$ cat src/rtl/pkt_buf_rd_arbiter.sv
// Two-requester read-port arbiter for the packet buffer: round-robin at burst
// granularity, with an in-order tag FIFO that steers returned flits back to their issuer.
module pkt_buf_rd_arbiter #(
    parameter int ADDR_WIDTH      = 12,
    parameter int DATA_WIDTH      = 520,
    parameter int MAX_OUTSTANDING = 8
) (
    input  logic                                   clk,
    input  logic                                   rst_n,
    input  logic                                   req0_valid,
    input  logic [ADDR_WIDTH-1:0]                  req0_addr,
    input  logic                                   req0_last,
    output logic                                   req0_ready,
    input  logic                                   req1_valid,
    input  logic [ADDR_WIDTH-1:0]                  req1_addr,
    input  logic                                   req1_last,
    output logic                                   req1_ready,
    output logic                                   rd_valid,
    output logic [ADDR_WIDTH-1:0]                  rd_addr,
    input  logic                                   rd_resp_valid,
    input  logic [DATA_WIDTH-1:0]                  rd_resp_data,
    output logic                                   resp0_valid,
    output logic [DATA_WIDTH-1:0]                  resp0_data,
    output logic                                   resp1_valid,
    output logic [DATA_WIDTH-1:0]                  resp1_data,
    output logic [$clog2(MAX_OUTSTANDING+1)-1:0]   outstanding,
    output logic                                   err_orphan_resp,
    output logic [31:0]                            stats_grant0,
    output logic [31:0]                            stats_grant1
);

    localparam int PTR_W = $clog2(MAX_OUTSTANDING);
    localparam int CNT_W = $clog2(MAX_OUTSTANDING + 1);

    typedef enum logic [1:0] {IDLE, LOCK0, LOCK1} state_t;

    state_t                     state;
    logic                       prio;
    logic [MAX_OUTSTANDING-1:0] tag_mem;
    logic [PTR_W-1:0]           wr_ptr;
    logic [PTR_W-1:0]           rd_ptr;

    logic                       gnt;
    logic                       any_valid;
    logic                       can_issue;
    logic                       issue_p0;
    logic                       sel_last;
    logic [ADDR_WIDTH-1:0]      sel_addr;
    logic                       pop_p0;
    logic                       orphan_p0;

    logic [1:0]                 resp_vld_p1;
    logic [DATA_WIDTH-1:0]      resp_data_p1;

    // Stage 0: grant selection and zero-latency issue
    always_comb begin
        gnt       = 1'b0;
        any_valid = 1'b0;
        case (state)
            IDLE: begin
                any_valid = req0_valid | req1_valid;
                gnt       = (req0_valid && req1_valid) ? prio : req1_valid;
            end
            LOCK0: begin
                any_valid = req0_valid;
                gnt       = 1'b0;
            end
            LOCK1: begin
                any_valid = req1_valid;
                gnt       = 1'b1;
            end
            default: begin
                any_valid = 1'b0;
                gnt       = 1'b0;
            end
        endcase
    end

    // A response in this cycle frees its slot for an issue in the same cycle.
    assign can_issue = (outstanding < CNT_W'(MAX_OUTSTANDING)) || rd_resp_valid;
    // Gating with rst_n keeps the combinational outputs low while reset is held.
    assign issue_p0  = rst_n && any_valid && can_issue;
    assign sel_addr  = gnt ? req1_addr : req0_addr;
    assign sel_last  = gnt ? req1_last : req0_last;

    assign req0_ready = issue_p0 && !gnt;
    assign req1_ready = issue_p0 && gnt;
    assign rd_valid   = issue_p0;
    assign rd_addr    = issue_p0 ? sel_addr : '0;

    assign pop_p0    = rd_resp_valid && (outstanding != '0);
    assign orphan_p0 = rd_resp_valid && (outstanding == '0);

    always_ff @(posedge clk or negedge rst_n) begin
        if (!rst_n) begin
            state           <= IDLE;
            prio            <= 1'b0;
            wr_ptr          <= '0;
            rd_ptr          <= '0;
            outstanding     <= '0;
            err_orphan_resp <= 1'b0;
            stats_grant0    <= 32'd0;
            stats_grant1    <= 32'd0;
        end else begin
            if (issue_p0) begin
                wr_ptr <= wr_ptr + 1'b1;
                if (sel_last) begin
                    state <= IDLE;
                    prio  <= ~gnt;
                    if (gnt) stats_grant1 <= stats_grant1 + 32'd1;
                    else     stats_grant0 <= stats_grant0 + 32'd1;
                end else begin
                    state <= gnt ? LOCK1 : LOCK0;
                end
            end
            if (pop_p0)
                rd_ptr <= rd_ptr + 1'b1;
            case ({issue_p0, pop_p0})
                2'b10:   outstanding <= outstanding + 1'b1;
                2'b01:   outstanding <= outstanding - 1'b1;
                default: outstanding <= outstanding;
            endcase
            if (orphan_p0)
                err_orphan_resp <= 1'b1;
        end
    end

    always_ff @(posedge clk) begin
        if (issue_p0)
            tag_mem[wr_ptr] <= gnt;
    end

    // Stage 1: registered response routing by popped tag
    always_ff @(posedge clk or negedge rst_n) begin
        if (!rst_n) begin
            resp_vld_p1  <= 2'b00;
            resp_data_p1 <= '0;
        end else begin
            resp_vld_p1[0] <= pop_p0 && !tag_mem[rd_ptr];
            resp_vld_p1[1] <= pop_p0 && tag_mem[rd_ptr];
            if (pop_p0)
                resp_data_p1 <= rd_resp_data;
        end
    end

    assign resp0_valid = resp_vld_p1[0];
    assign resp1_valid = resp_vld_p1[1];
    assign resp0_data  = resp_data_p1;
    assign resp1_data  = resp_data_p1;

endmodule

$ cat config.mk
export PLATFORM = sky130hd
export DESIGN_NAME = pkt_buf_rd_arbiter
export DESIGN_NICKNAME = d
export VERILOG_FILES = /design/src/rtl/pkt_buf_rd_arbiter.sv
export SDC_FILE = /design/constraint.sdc
export NUM_CORES = 1
export LEC_CHECK = 0
export BUFFER_PORTS_ARGS = -buffer_cell sky130_fd_sc_hd__buf_2
export CAP_MARGIN = 10
export CORE_AREA = 2 2 660 662
export DETAILED_ROUTE_END_ITERATION = 8
export DIE_AREA = 0 0 662 664
export PLACE_DENSITY = 0.3
export SLEW_MARGIN = 20
export SYNTH_ARGS = -nofsm -noshare
export SYNTH_HDL_FRONTEND = slang
export SYNTH_SLANG_ARGS = --single-unit
$ cat constraint.sdc
create_clock -name clk -period 2.4 [get_ports clk]
set_input_delay 0.48 -clock clk [delete_from_list [all_inputs] [get_ports clk]]
set_output_delay 0.48 -clock clk [all_outputs]
set_load 0.05 [all_outputs]
==> impl_metrics.py <==
metrics = {
    "timing": {
        "fin_skew_ps": 50.6,
        "clock.fmax_mhz": 340,
        "relSlewSlack_pct": 31.2,
        "slew_violations": 0,
        "setup_violations": 15,
        "rsz0062_at_grt": "true",
        "tightest_slew_ps": 1030,
        "worst_slack_ps": -540,
        "hold_viol_final": 0,
        "hold_ws_ps": 112,
        "period_minus_slack_ps": 2940,
        "finalCritPeriodShare_pct": 122,
    },
    "floorplan": {
        "die_y_microns": 664,
        "ios": 1677,
        "start_util_pct": 6.37,
        "die_area_sq_um": 440000,
        "dieWidth_microns": 662,
        "core-area_sq_um": 433000,
        "rows": 242,
    },
    "yosys": {
        "ys.flop_type": "dfrtp_1",
        "yosysTopAreaCellShare_pct": 54.5,
        "synth-compound-area-share_pct": 0.613,
        "muxShareOfSynthArea_pct": 0.322,
        "synthCells": 3083,
        "synthAdderAreaFrac_pct": 0.318,
        "synth_top_family_by_area": "simple AND/OR/NAND/NOR gates",
        "synthSimpleGateAreaFrac_pct": 24.6,
        "yosys.area_share.xor_xnor_pct": 2.26,
        "ys_types": 48,
        "ys_seq_elements": 608,
        "yosysWarnings": 0,
        "synth_seq_area_share_pct": 55.4,
        "synth_area_sq_um": 27600,
        "yosysTopAreaCell": "dfrtp_1",
        "netlist_top_cells_area": "dfrtp_1 54%, nand2_1 22%, buf_4 14%",
        "synth_async_sr_flop_share_pct": 98.7,
        "synth_edf_count": 8,
        "avgSynthCellArea_sq_um": 8.94,
        "synth_nets": 3641,
    },
    "layout": {
        "final_common_cell": "buf_2",
        "fin_cells": 10600,
        "drive_above_1_share_pct": 39.8,
        "mostFrequentLayoutCells": "1,623 x buf_2, 1,593 x nand2_1, 591 x dfrtp_1",
        "syn2layout_area_growth_pct": 74.7,
        "layout.nets": 5375,
    },
    "setup_path": {
        "cp.buffers_inverters": 3,
        "slowest_stage": "dfrtp_2",
        "reg2reg_from": "outstanding[2]",
        "cp-start-kind": "register",
        "worstPathCellList": "or3b_4, nand4_1, inv_2, buf_4, a22o_4, buf_6",
        "cp_max_fo": 3,
        "critPathArrivalTime_ps": 2460,
        "r2r_cells": 10,
        "rr_endpoint": "outstanding[2]",
        "crit_family": "simple AND/OR/NAND/NOR gates",
        "critical_path_required_ps": 1920,
        "critPathKind": "register to primary output",
        "cpPeakStageDelay_ps": 430,
        "cp-end-kind": "primary output",
        "r2r_slack_ps": 170,
    },
    "placed_design": {
        "dp_cells": 9924,
        "gp_congestion": 0.972,
        "dpl.hpwl_mm": 268,
        "port-buffer-count": 1676,
    },
    "grt": {
        "grt-busiest-layer": "met2",
        "use_met2_pct": 22.9,
        "grt_overflow": 0,
        "gr-usage-met1_pct": 13.8,
        "grt_pass1_vias": 28900,
        "grt_pass1_wl_mm": 369,
        "grtUsageTotal_pct": 13.3,
        "grt_max_degree": 105,
        "grt_util_met3_pct": 7.86,
        "antenna_found_initial": 59,
    },
    "route": {
        "drt_wl_total_mm": 305,
        "antenna_left": 0,
        "via_per_inst": 2.68,
        "drc": 0,
        "drt_iter0_markers": 1769,
        "wl_per_cell_microns": 28.7,
        "drtPass1Iterations": 5,
        "vias": 28500,
    },
    "clock_tree": {
        "cts_made_buffers": 92,
        "cts-root-buf": "clkbuf_16",
        "htree_levels": 3,
        "cts_tree": "yes",
        "cts.sinks": 608,
        "clock_latency_ps": 820,
        "clock_path_buffers": 4,
        "clk_pin_slew_ps": 60,
    },
    "power": {
        "power.leakage_nw": 24.1,
        "p_per_area_nw_per_um2": 1400,
        "peakVddDrop_mv": 0.638,
    },
    "run_status": {
        "status": "finished, violations left",
        "violations": "setup timing",
    },
    "worst_hold_path": {
        "holdPathEnd": "err_orphan_resp",
        "worstHoldPathType": "input port to register",
        "hold_path_startpoint": "rd_resp_valid",
        "hold_depth": 3,
    },
    "run": {
        "max-cap-violations": 0,
    },
}
==> synthesized netlist by cell type, drive strengths merged (2+ instances only) <==
| master | n |
|---|---|
| nor4 | 7 |
| nor3b | 3 |
| and3 | 9 |
| nor2b | 3 |
| mux4 | 2 |
| buf | 623 |
| dfrtp | 600 |
| nand2b | 3 |
| a21oi | 2 |
| inv | 12 |
| nand4 | 18 |
| mux2 | 3 |
| nor4bb | 2 |
| nand2 | 1593 |
| o21ai | 2 |
| nand3 | 22 |
| clkbuf | 22 |
| xor2 | 27 |
| edfxtp | 8 |
| xnor2 | 44 |
| and4 | 8 |
| and2 | 5 |
| nor3 | 16 |
| a22o | 12 |
| nor2 | 19 |
| ha | 7 |
==> worst min-delay path, delay by kind of cell <==
| family | cells | cell delay (ps) |
|---|---|---|
| buffers and inverters | 2 | 310 |
| AO/OA/AOI/OAI | 1 | 110 |
==> where the power goes <==
part	internal (mW)	switching, mW
combinational	5.96	30.9
sequential	12.8	3.39
clock	8.32	5.74
==> worst max path at each step <==
stage | startpoint | cells after the start | slack [ps] | to
after floorplan | outstanding[3] | 6 | 10 | rd_addr[10]
after global placement | rd_resp_valid | 9 | -140 | outstanding[3]
after detailed placement | req0_valid | 7 | 60 | rd_addr[0]
after CTS | prio | 6 | -710 | rd_addr[0]
after global routing | prio | 6 | -690 | rd_addr[0]
final | prio | 6 | -540 | rd_addr[0]
==> cell type report <==
class                      instances  area [sq um]
multi-input combinational       1818          7820
sequential                       608         15300
clock buffer                     131          2610
fill                           50200        385000
antenna                           15          37.5
clock inverter                    30           402
inverter                          12          56.3
timing repair buffer            2285         14800
tap                             5734          7170
==> logic make-up (layout without fill, tap and decap cells) <==
family,count (synthesis),after routing
AND/OR/NAND/NOR,1713,1713
multiplexers,6,6
AO/OA/AOI/OAI,21,21
flip-flops,608,608
buffers and inverters,657,2458
XOR/XNOR,71,71
adder cells (fa/ha/maj),7,7
other,0,15
==> sequential cells by signal, indices dropped and copies added (netlist names) <==
register,cells
resp0_data,520
prio,1
rd_ptr,3
err_orphan_resp,1
wr_ptr,3
stats_grant1,32
outstanding,4
stats_grant0,32
resp_vld_p1,2
tag_mem,8
state,2
==> metal layers <==
| metal | up-vias | part of all wire (%) | wire length, microns |
|---|---|---|---|
| met2 | 1489 | 48 | 147000 |
| li1 | 12500 | - | - |
| met1 | 14300 | 35 | 108000 |
| met4 | 12 | 2.6 | 7800 |
| met5 | - | 0.15 | 447 |
| met3 | 305 | 14 | 41500 |
==> repair_timing <==
item	CTS	global route
pin swaps	2	4
setup buffers	9	0
cloned	1	0
resized for setup	80	3
endpoints found under the setup margin	57	18
hold endpoints to repair	793	0
hold buffers	523	0
==> per-stage QoR <==
step                      utilization [%]  total power, mW  setup TNS (ps)  setup WS, ps  instance area [sq um]
after detailed placement             9.14             52.9               0          57.6                  39500
after CTS                            11.1             68.7           -9560          -713                  48100
after global placement               9.14             52.9            -182          -137                  39500
after global routing                 11.1             70.0           -9260          -687                  48100
final                                11.1             67.2           -6930          -540                  48100
after floorplan                         -             38.6               0          9.74                  27600
No activity file was read; power rests on OpenSTA's default activity.
